**src/rtl/lc3_mem_io_unit.sv**
```systemverilog
// lc3_mem_io_unit: LC-3 MAR/MDR, memory req/ack handshake and memory-mapped keyboard/display/MCR registers.
module lc3_mem_io_unit #(
    parameter logic [15:0] IO_BASE   = 16'hFE00,
    parameter logic [15:0] MCR_RESET = 16'h8000
) (
    input  logic        i_clk,
    input  logic        i_rst_n,
    input  logic [15:0] i_bus,
    input  logic        i_LD_MAR,
    input  logic        i_LD_MDR,
    input  logic        i_MIO_EN,
    input  logic        i_R_W,
    output logic [15:0] o_MAR,
    output logic [15:0] o_MDR,
    output logic        o_R,
    output logic        o_mem_req,
    output logic        o_mem_we,
    output logic [15:0] o_mem_addr,
    output logic [15:0] o_mem_wdata,
    input  logic [15:0] i_mem_rdata,
    input  logic        i_mem_ack,
    input  logic        i_kb_valid,
    input  logic [7:0]  i_kb_data,
    output logic        o_dsp_valid,
    output logic [7:0]  o_dsp_data,
    input  logic        i_dsp_ready,
    output logic        o_clk_en
);
    localparam logic [15:0] KBSR_A = 16'hFE00;
    localparam logic [15:0] KBDR_A = 16'hFE02;
    localparam logic [15:0] DSR_A  = 16'hFE04;
    localparam logic [15:0] DDR_A  = 16'hFE06;
    localparam logic [15:0] MCR_A  = 16'hFFFE;

    typedef enum logic [1:0] {IDLE, MEM_WAIT, DONE} state_t;
    state_t state, state_nxt;

    logic [15:0] rdata_q, mcr, dev_rd;
    logic [7:0]  kbdr;
    logic        kb_rdy, kb_ie, dsr_rdy, dsr_ie;
    logic        start, dev_acc, mem_start, dev_wr, kbdr_rd, kb_take, ddr_wr, dsp_fire;

    assign o_R      = state == DONE;
    assign o_clk_en = mcr[15];

    always_ff @(posedge i_clk or negedge i_rst_n)
        if (!i_rst_n) state <= IDLE;
        else          state <= state_nxt;

    always_comb begin
        start     = state == IDLE && i_MIO_EN;
        dev_acc   = start && o_MAR >= IO_BASE;
        mem_start = start && o_MAR < IO_BASE;
        dev_wr    = dev_acc && i_R_W;
        kbdr_rd   = dev_acc && !i_R_W && o_MAR == KBDR_A;
        // a KBDR read frees the buffer on the same edge, so a coincident strobe is accepted
        kb_take   = i_kb_valid && (!kb_rdy || kbdr_rd);
        ddr_wr    = dev_wr && o_MAR == DDR_A && dsr_rdy;
        dsp_fire  = o_dsp_valid && i_dsp_ready;
        dev_rd    = o_MAR == KBSR_A ? {kb_rdy, kb_ie, 14'b0} :
                    o_MAR == KBDR_A ? {8'b0, kbdr} :
                    o_MAR == DSR_A  ? {dsr_rdy, dsr_ie, 14'b0} :
                    o_MAR == DDR_A  ? {8'b0, o_dsp_data} :
                    o_MAR == MCR_A  ? mcr : 16'b0;
        state_nxt = dev_acc ? DONE :
                    mem_start ? MEM_WAIT :
                    (state == MEM_WAIT && i_mem_ack) ? DONE :
                    state == DONE ? IDLE : state;
    end

    always_ff @(posedge i_clk or negedge i_rst_n) begin
        if (!i_rst_n) begin
            o_MAR       <= '0;
            o_MDR       <= '0;
            o_mem_req   <= 1'b0;
            o_mem_we    <= 1'b0;
            o_mem_addr  <= '0;
            o_mem_wdata <= '0;
            rdata_q     <= '0;
            kb_rdy      <= 1'b0;
            kb_ie       <= 1'b0;
            kbdr        <= '0;
            dsr_rdy     <= 1'b1;
            dsr_ie      <= 1'b0;
            o_dsp_valid <= 1'b0;
            o_dsp_data  <= '0;
            mcr         <= MCR_RESET;
        end else begin
            if (i_LD_MAR) o_MAR <= i_bus;
            if (i_LD_MDR && !i_MIO_EN) o_MDR <= i_bus;
            else if (i_LD_MDR && !i_R_W && o_R) o_MDR <= rdata_q;
            // request fields are captured once so MAR/MDR may change while memory is busy
            if (mem_start) begin
                o_mem_req   <= 1'b1;
                o_mem_we    <= i_R_W;
                o_mem_addr  <= o_MAR;
                o_mem_wdata <= o_MDR;
            end
            if (state == MEM_WAIT && i_mem_ack) begin
                o_mem_req <= 1'b0;
                if (!o_mem_we) rdata_q <= i_mem_rdata;
            end
            if (dev_acc && !i_R_W) rdata_q <= dev_rd;
            if (dev_wr && o_MAR == KBSR_A) kb_ie <= o_MDR[14];
            if (dev_wr && o_MAR == DSR_A) dsr_ie <= o_MDR[14];
            if (dev_wr && o_MAR == MCR_A) mcr <= o_MDR;
            if (kb_take) kbdr <= i_kb_data;
            kb_rdy <= kb_take || (kb_rdy && !kbdr_rd);
            if (ddr_wr) o_dsp_data <= o_MDR[7:0];
            dsr_rdy     <= !ddr_wr && (dsr_rdy || dsp_fire);
            o_dsp_valid <= ddr_wr || (o_dsp_valid && !i_dsp_ready);
        end
    end
endmodule
```
**config.mk**
```make
export PLATFORM = sky130hd
export DESIGN_NAME = lc3_mem_io_unit
export DESIGN_NICKNAME = d
export VERILOG_FILES = /design/src/rtl/lc3_mem_io_unit.sv
export SDC_FILE = /design/constraint.sdc
export NUM_CORES = 1
export LEC_CHECK = 0
export CORE_MARGIN = 1
export CORE_UTILIZATION = 45
export CTS_BUF_LIST = sky130_fd_sc_hd__clkbuf_8 sky130_fd_sc_hd__clkbuf_16
export DETAILED_ROUTE_END_ITERATION = 7
export PLACE_DENSITY = 0.76
export SLEW_MARGIN = 20
export SYNTH_ARGS = -nofsm -noshare
export SYNTH_HDL_FRONTEND = slang
export SYNTH_SLANG_ARGS = --single-unit
```
**constraint.sdc**
```tcl
create_clock -name i_clk -period 2.2 [get_ports i_clk]
set_input_delay 0.44 -clock i_clk [delete_from_list [all_inputs] [get_ports i_clk]]
set_output_delay 0.44 -clock i_clk [all_outputs]
set_load 0.02 [all_outputs]
```
# After elaboration in Yosys (flattened, before gate mapping)
# Cells that the tools add are included.
[totals]
reg_bits = 121
latchBits = 0
mem_bits_rw = 0
romBits = 0
in_bits = 49
word_cells = 78
n_memories = 0
[classes]
addsub = 0
multipliers = 0
div_mod_pow = 0
order_cmp = 2
eq_ne = 8
shifts = 0
mux = 16
bitwise = 0
n_reduce_logical = 36
[ops]
columns = ["operator", "count"]
rows = [
  ["$mux 16", 10],
  ["$eq 16x16->1 const B", 5],
  ["$logic_and 1x1->1", 20],
  ["$ge 16x16->1 const B", 1],
  ["$lt 16x16->1 const B", 1],
  ["$mux 2", 4],
  ["$logic_not 1->1", 6],
  ["$reduce_bool 2->1", 3],
  ["$logic_or 1x1->1", 4],
  ["$reduce_bool 4->1", 1],
  ["$eq 2x1->1 const B", 1],
  ["$eq 2x2->1 const B", 1],
  ["$logic_not 2->1", 1],
  ["$mux 1", 2],
  ["$ne 2x1->1 const B", 1],
  ["$reduce_and 2->1", 1],
]

# Longest topological paths before layout
# Gate-level depths: netlist of the first run.
[depth]
depth_word = 8
depth_mapped = 7
mapped_depth_nobuf = 4

# Worst setup path before layout of the first run
# OpenSTA, ideal clock, no wires.
[synth_path]
path_kind = "register -> register"
start = "register state[1]"
end = "register kb_rdy"
arrival_ns = 1.967
required_time_ns = 2.082
path_slack_ns = 0.115
stages_incl_launch_ff = 8
n_path_buf = 3
synth_period_minus_slack_ns = 2.085
path_cell_list = "dfrtp_1 -> or3b_1 -> buf_2 -> or3_1 -> buf_2 -> or3_1 -> buf_6 -> a21o_1"
[synth_between]
elab_chain_cells = 8
elab_cells_between_ends = 10
cone_classes = "10 x reduce/logical"
[synth_lines]
columns = ["element", "line_no", "text"]
rows = [
  ["start, declared", "36", "state_t state, state_nxt;"],
  ["start signal, assigned", "48", "else state <= state_nxt;"],
  ["$logic_not 2->1 *", "51", "start = state == IDLE && i_MIO_EN;"],
  ["$logic_and 1x1->1 *", "51", ""],
  ["$logic_and 1x1->1 *", "52", "dev_acc = start && o_MAR >= IO_BASE;"],
  ["$logic_and 1x1->1 * (2 in series)", "55", "kbdr_rd = dev_acc && !i_R_W && o_MAR == KBDR_A;"],
  ["$logic_or 1x1->1 / $logic_not 1->1 (equally long branches)", "57, 108", ""],
  ["$logic_and 1x1->1, on equally long branches", "57, 108", ""],
  ["$logic_or 1x1->1 *", "108", "kb_rdy <= kb_take || (kb_rdy && !kbdr_rd);"],
  ["end signal, assigned", "108", ""],
  ["end, declared", "40", "logic kb_rdy, kb_ie, dsr_rdy, dsr_ie;"],
]
# Every way passes the cells marked *; elsewhere a longest branch is shown, timed or not.
# A chain may end at the register's enable or synchronous reset.

# Worst setup path after layout of the first run
[layout_path]
start = "input port i_MIO_EN"
end = "register kbdr[7]"
[layout_between]
elab_chain_cells = 6
[layout_lines]
columns = ["element", "line_no", "text"]
rows = [
  ["start, declared", "11", "input logic i_MIO_EN,"],
  ["$logic_and 1x1->1", "51", ""],
  ["$logic_and 1x1->1", "52", ""],
  ["$logic_and 1x1->1 (2 in series)", "55", ""],
  ["$logic_or 1x1->1", "57", "kb_take = i_kb_valid && (!kb_rdy || kbdr_rd);"],
  ["$logic_and 1x1->1", "57", ""],
  ["end signal, assigned", "107", "if (kb_take) kbdr <= i_kb_data;"],
  ["end, declared", "39", "logic [7:0] kbdr;"],
]
# Every way passes these cells.

==> reports/results.tsv, run 1 <==
stage	metric	value	unit
run_status	status	finished, violations left	
run_status	failing checks	design-rule violations	
drt	total wire length	14.6	mm
cts	# Post-CTS Setup Buffers	0	
critical_path	type of origin of the critical path	input pin	
timing	Clock Skews	0.0117	ns
cts	Skew-Pair Late Insertion Delay	0.42	ns
critical_path	crit-path cells	clkdlybuf4s50_1 > or3b_1 > or3_1 > buf_4 > o311ai_0 > o211ai_1	
finish	Syn-to-layout area delta	41.8	%
cts	Root Buffer	clkbuf_16	
critical_path	Critical Path RT	2.47	ns
grt	GRT Total Usage	24.8	%
worst_hold_path	worst min path class	reg -> reg	
floorplanning	Die ar.	12400	µm²
synth	most frequent cell after synthesis	dfrtp_1	
drt	Initial DRT Pass Iterations	7	
finish	diode count	0	
placement	IO Port Bufs	125	
cts	clock buffer depth	2	
critical_path	Buf/Inv on CP	2	
synth	top_reg_cell synth	dfrtp_1	
timing	period utilization	98.8	%
synth	Syn Area/Cell	12.3	µm²
synth	EDFF count, synth	0	
synth	post-synthesis async set-or-reset flop share	100	%
synth	Yosys reg bits	121	
drt	WL/cell	19.5	µm
cts	CTS clock-pin slew for the worst setup and hold paths	0.06	ns
critical_path	CP max-delay cell	clkdlybuf4s50_1	
run	maxcap violations	0	
timing	Worst slew margin	61.8	%
floorplanning	Initial Utilization	46.6	%
floorplanning	I/O Pins	126	
pwr	Worst IR Drop VDD	0.534	mV
drt	via count	4213	
grt	largest net degree at the start of global routing	50	
drt	initial DRC count	289	
finish	final std cells w/o fill	746	
drt	Routed Antenna Nets	0	
floorplanning	Die Height	111	µm
critical_path	kind of cell adding the most delay to the critical path	simple AND/OR/NAND/NOR gates	
floorplanning	total core area	11600	µm²
cts	number of CTS-inserted buffers	17	
timing	worst slew pin tran	0.572	ns
drt	drt drc	30	
synth	top cells by count, synth	dfrtp_1 (119), mux2_2 (73), nand2_1 (34)	
pwr	leak pwr	3.35	nW
timing	RSZ-0062 raised after global routing	no	
placement	GP Congestion	0.769	
cts	TritonCTS Sinks	121	
synth	post-synthesis sequential area ratio	56.3	%
timing	Final Critical Period	2.17	ns
synth	Synth Warn #	0	
critical_path	flop2flop setup slack	0.06	ns
timing	Pins Over Slew Limit	0	
floorplanning	die width	111	µm
synth	top cell type's share of synthesized area	55.3	%
critical_path	CP arrival	2.44	ns
grt	global-route wire length before repair	23.5	mm
synth	Yosys top cell by area	dfrtp_1	
critical_path	Crit Path Class	in -> reg	
synth	Synth Instances	437	
floorplanning	# rows	39	
grt	vias in the first global route	4388	
cts	CTS tree	built	
synth	synth unique cells	35	
critical_path	crit path max fanout	8	
synth	net count after synthesis	486	
cts	H-tree lvl count	4	
synth	Cell Area, Synth	5390	µm²
timing	TNS Setup	0	ns
finish	fin nets	641	
critical_path	Crit. End Element	flip-flop	
timing	final setup violation count	0	
drt	Via density	5.65	
grt	gr ovfl total	0	
timing	Hold Violations, Final	0	
finish	share of cells above drive strength 1	24.5	%
timing	Max Fclk	460	MHz
critical_path	Max stage delay on crit path	0.50	ns
placement	placed cells	715	
placement	DP HPWL	10.3	mm
grt	initial antenna violation count	0	
pwr	power density over cell area	1160	nW/µm²
synth	leading post-synthesis cells by cell area	dfrtp_1 (55%), mux2_2 (15%), mux2i_1 (5.6%)	
[layer usage]
layer	GRT usage (%)	vias to the layer above	wire [µm]
met4	9.37	0	248
met3	6.26	21	970
met1	33.3	2090	6400
met2	39.0	189	6940
li1	-	1913	-
met5	0	-	0
[flip-flops by register name, summed over array words and instances (netlist names)]
register / flops
kb_rdy: 1
o_mem_addr: 16
o_dsp_valid: 1
mcr: 16
kb_ie: 1
dsr_rdy: 1
dsr_ie: 1
o_mem_we: 1
o_MAR: 16
o_mem_req: 1
o_MDR: 16
rdata_q: 16
state: 2
o_mem_wdata: 16
kbdr: 8
o_dsp_data: 8
[power breakdown]
part | internal (W) | switching, W | total (W) | leakage (nW)
logic | 0.00151 | 0.00137 | 0.00288 | 1.57
clock network | 0.00177 | 0.000953 | 0.00273 | 0.293
registers | 0.00283 | 0.000454 | 0.00329 | 1.49
total | 0.00611 | 0.00278 | 0.00889 | 3.35
[worst reg2reg max path: cells and delay by family (launching register included)]
kind                   cells  cell delay, ns
flip-flops                 1            0.45
AND/OR/NAND/NOR            2            0.83
AO/OA/AOI/OAI              2            0.52
buffers and inverters      1            0.20
[final timing paths]
kind / start / cells past startpoint / endpoint
worst max-delay path: i_MIO_EN / 6 / kbdr[7]
worst min-delay path: mcr[12] / 1 / rdata_q[12]
worst min register to register: mcr[12] / 1 / rdata_q[12]
min in group asynchronous: i_rst_n / 2 / o_mem_addr[15]
worst max register to register: state[1] / 5 / kbdr[7]
max in group asynchronous: i_rst_n / 3 / mcr[15]
[through the flow]
stage / worst slack, ns / power, W / instance area, µm² / hold WS, ns / util [%]
detailed placement: -0.314 / 0.00618 / 7050 / 0.422 / 60.9
floorplan: 0.115 / 0.00473 / 5390 / 0.144 / -
global placement: -0.263 / 0.00607 / 7050 / 0.414 / 60.9
CTS: 0.0560 / 0.00893 / 7630 / 0.477 / 66.0
finish: 0.0265 / 0.00889 / 7640 / 0.475 / 66.0
global route: 0.0208 / 0.00931 / 7640 / 0.514 / 66.0
[layout make-up]
class                           count  area, µm²
Fill cell                         863       3930
Sequential cell                   121       3030
Multi-Input combinational cell    281       2230
Timing Repair Buffer              165       1600
Clock buffer                       18        439
Tap cell                          143        179
Clock inverter                     12        135
Inverter                            6       22.5
[what timing repair did]
action,CTS,global route
setup endpoints to repair,0,9
endpoints found under the hold margin,32,0
hold buffers,1,0
gates resized for setup,0,2
[layout by cell type (no fill, tap or decap), drive strengths merged, types with 2 or more instances in the layout]
master         netlist  layout
buf                  9      40
o211ai               8       8
mux2                73      73
dfstp                2       2
and4                 2       2
or3b                 2       2
clkdlybuf4s50        0     124
nor4                 4       4
nand2               34      34
nand4                3       3
a21oi                8       8
nor2                 2       2
nand3               12      12
bufinv               0       3
and3                 2       2
dfrtp              119     119
o21ai               25      25
a21o                 2       2
clkinv               0       6
inv                  6       8
a31oi               10      10
nor3b                3       3
a211oi              10      10
nor4b                2       2
mux2i               30      30
o2bb2ai              6       6
o311ai               8       8
nor2b               20      20
clkbuf              20      18
or3                 10      10
[logic make-up after synthesis]
| group | after synthesis | share of synthesized area (%) |
|---|---|---|
| buffers and inverters | 35 | 2.65 |
| muxes | 103 | 20.8 |
| and+or+nand+nor | 98 | 10.5 |
| AOI/OAI and AO/OA | 80 | 9.80 |
| DFF | 121 | 56.3 |
Power figures use the tool's default switching activity.
==> inputs of run 2 (changes only) <==
Settings changed: CORE_UTILIZATION 45 to 30, PLACE_DENSITY 0.76 to default.
Clock period 2.2 ns to 2.5 ns, I/O delays scaled along.
==> reports/results.tsv, run 2 (synthesized netlist as in run 1, its figures left out) <==
stage	metric	value	unit	change
run_status	status	complete, no violations		was finished, violations left
critical_path	Setup crit start	o_MAR[2]		was i_MIO_EN
floorplanning	total core area	17400	µm²	was 11,600 µm²
grt	initial antenna violation count	0		unchanged
drt	Routed Antenna Nets	0		unchanged
placement	DP HPWL	10.6	mm	was 10.3 mm
finish	Filler cells	1637		was 863
critical_path	Setup crit end	o_MAR[2]		was kbdr[7]
timing	Clock Skews	0.00640	ns	was 0.0117 ns
cts	Skew-Pair Late Insertion Delay	0.42	ns	about the same
drt	WL/cell	18.4	µm	was 19.5 µm
critical_path	Crit Path Class	reg -> out		was in -> reg
timing	Worst slew margin	58.0	%	was 61.8%
finish	register area	3030	µm²	unchanged
pwr	power density over cell area	1040	nW/µm²	was 1160 nW/µm²
finish	fin nets	629		was 641
finish	footprint of the multi-input gates	2220	µm²	was 2230 µm²
cts	number of CTS-inserted buffers	17		unchanged
grt	global-route wire length before repair	23.9	mm	was 23.5 mm
cts	TritonCTS Sinks	121		unchanged
placement	pre-CTS setup slack	-0.0926	ns	was -0.314 ns
cts	clock buffer depth	2		unchanged
finish	Syn-to-layout area delta	42.6	%	was 41.8%
finish	share of cells above drive strength 1	23.4	%	was 24.5%
timing	Pins Over Slew Limit	0		unchanged
critical_path	CP arrival	1.73	ns	was 2.44 ns
worst_hold_path	worst min path class	in -> async		was reg -> reg
pwr	leak pwr	3.30	nW	was 3.35 nW
drt	total wire length	15.1	mm	was 14.6 mm
floorplanning	die width	136	µm	was 111 µm
finish	commonest non-fill, non-tap cells in the layout	clkdlybuf4s50_1 (124), dfrtp_1 (119), mux2_2 (73)		unchanged
drt	initial DRC count	258		was 289
finish	commonest non-fill, non-tap cell in the layout	clkdlybuf4s50_1		unchanged
finish	Final Cell Area	7680	µm²	was 7640 µm²
finish	diode count	0		unchanged
critical_path	r2r endpoint	kb_rdy		was kbdr[7]
timing	RSZ-0062 raised after global routing	no		unchanged
floorplanning	Initial Utilization	30.9	%	was 46.6%
placement	placed cells	786		was 715
critical_path	crit path max fanout	14		was 8
critical_path	Worst path depth	2		was 6
critical_path	kind of cell adding the most delay to the critical path	buffers and inverters		was simple AND/OR/NAND/NOR gates
cts	# Post-CTS Setup Buffers	0		unchanged
floorplanning	# rows	48		was 39
run	maxcap violations	0		unchanged
drt	Via density	5.03		was 5.65
cts	H-tree lvl count	4		unchanged
floorplanning	Die ar.	18500	µm²	was 12,400 µm²
critical_path	CP max-delay cell	clkdlybuf4s50_1		unchanged
finish	final core utilization	44.1	%	was 66.0%
critical_path	flop2flop setup slack	0.32	ns	was 0.06 ns
grt	gr ovfl total	0		unchanged
finish	final std cells w/o fill	818		was 746
grt	largest net degree at the start of global routing	43		was 50
timing	Final Critical Period	2.23	ns	
timing	Worst Slack Setup Final	0.269	ns	was 0.0265 ns
cts	CTS clock-pin slew for the worst setup and hold paths	0.06	ns	about the same
critical_path	type of origin of the critical path	flip-flop		was input pin
grt	vias in the first global route	4305		was 4,388
timing	Hold Violations, Final	0		unchanged
drt	via count	4115		was 4,213
placement	Placement Cell Area	7050	µm²	about the same
placement	GP Congestion	0.779		was 0.769
placement	IO Port Bufs	125		unchanged
critical_path	Critical Path RT	2.00	ns	was 2.47 ns
floorplanning	I/O Pins	126		unchanged
critical_path	R2R cell count	5		unchanged
grt	GRT Total Usage	17.4	%	was 24.8%
critical_path	Buf/Inv on CP	2		unchanged
timing	Max Fclk	448	MHz	
drt	Initial DRT Pass Iterations	4		was 7
cts	CTS tree	built		unchanged
critical_path	Max stage delay on crit path	0.65	ns	was 0.50 ns
floorplanning	Die Height	136	µm	was 111 µm
cts	Root Buffer	clkbuf_16		unchanged
critical_path	crit-path cells	buf_4 > clkdlybuf4s50_1		was clkdlybuf4s50_1 > or3b_1 > or3_1 > buf_4 > o311ai_0 > o211ai_1
timing	final setup violation count	0		unchanged
pwr	Worst IR Drop VDD	0.521	mV	was 0.534 mV
timing	TNS Setup	0	ns	unchanged
cts	# resized after CTS	0		unchanged
timing	worst slew pin tran	0.628	ns	was 0.572 ns
critical_path	Crit. End Element	output pin		was flip-flop
cts	hold_buf cts	0		was 1
drt	drt drc	0		was 30
critical_path	r2r startpoint	o_MAR[3]		was state[1]
timing	period utilization	89.2	%	
-- run 2: changes by cell type in the layout (fill, tap and decap cells not counted), moves of 2 or more --
cell and change:
clkinv_4 +2, clkinv_2 -4, clkinvlp_4 +2, inv_6 +3
buf_4 -10
-- run 2: layout make-up --
cell class / instances / share of cell area (%)
Sequential cell: 121 / 39.5
Clock inverter: 15 / 2.61
Clock buffer: 17 / 5.54
Timing Repair Buffer: 153 / 19.5
Tap cell: 225 / 3.67
Multi-Input combinational cell: 281 / 29.0
Inverter: 6 / 0.293
-- run 2: worst min path at each step --
| stage | endpoint | cells after the start |
|---|---|---|
| 2_1_floorplan | dsr_ie | 0 |
| 3_3_place_gp | rdata_q[12] | 1 |
| 3_5_place_dp | rdata_q[8] | 1 |
| 4_1_cts | rdata_q[11] | 1 |
| 5_1_grt | o_MAR[10] | 1 |
| 6_report | rdata_q[11] | 1 |
-- run 2: stage by stage --
step | hold WS, ns | total power (W)
after global placement | 0.455 | 0.00537
after CTS | 0.0793 | 0.00806
final | 0.0749 | 0.00799
after global routing | 0.0982 | 0.00841
after detailed placement | 0.472 | 0.00544
after floorplan | 0.204 | 0.00416
-- run 2: metal layers --
metal  share of wire [%]  global-route usage [%]
met1                  46                    23.7
met2                  46                    26.6
met3                 6.5                    4.59
met4                 1.4                    6.36
met5                   0                       0
-- run 2: report_power, final --
group / internal (W) / switching, W / total (W)
registers: 0.00249 / 0.000404 / 0.00289
clock network: 0.00167 / 0.000934 / 0.00260
logic: 0.00131 / 0.00119 / 0.00250
total: 0.00547 / 0.00252 / 0.00799
-- run 2: worst reg2reg max path, cell delays in order, from the launching register on --
cell     delay, ns
dfrtp_1       0.38
nor4_1        0.45
nand2_1       0.24
buf_4         0.24
or3_1         0.53
a21o_1        0.24
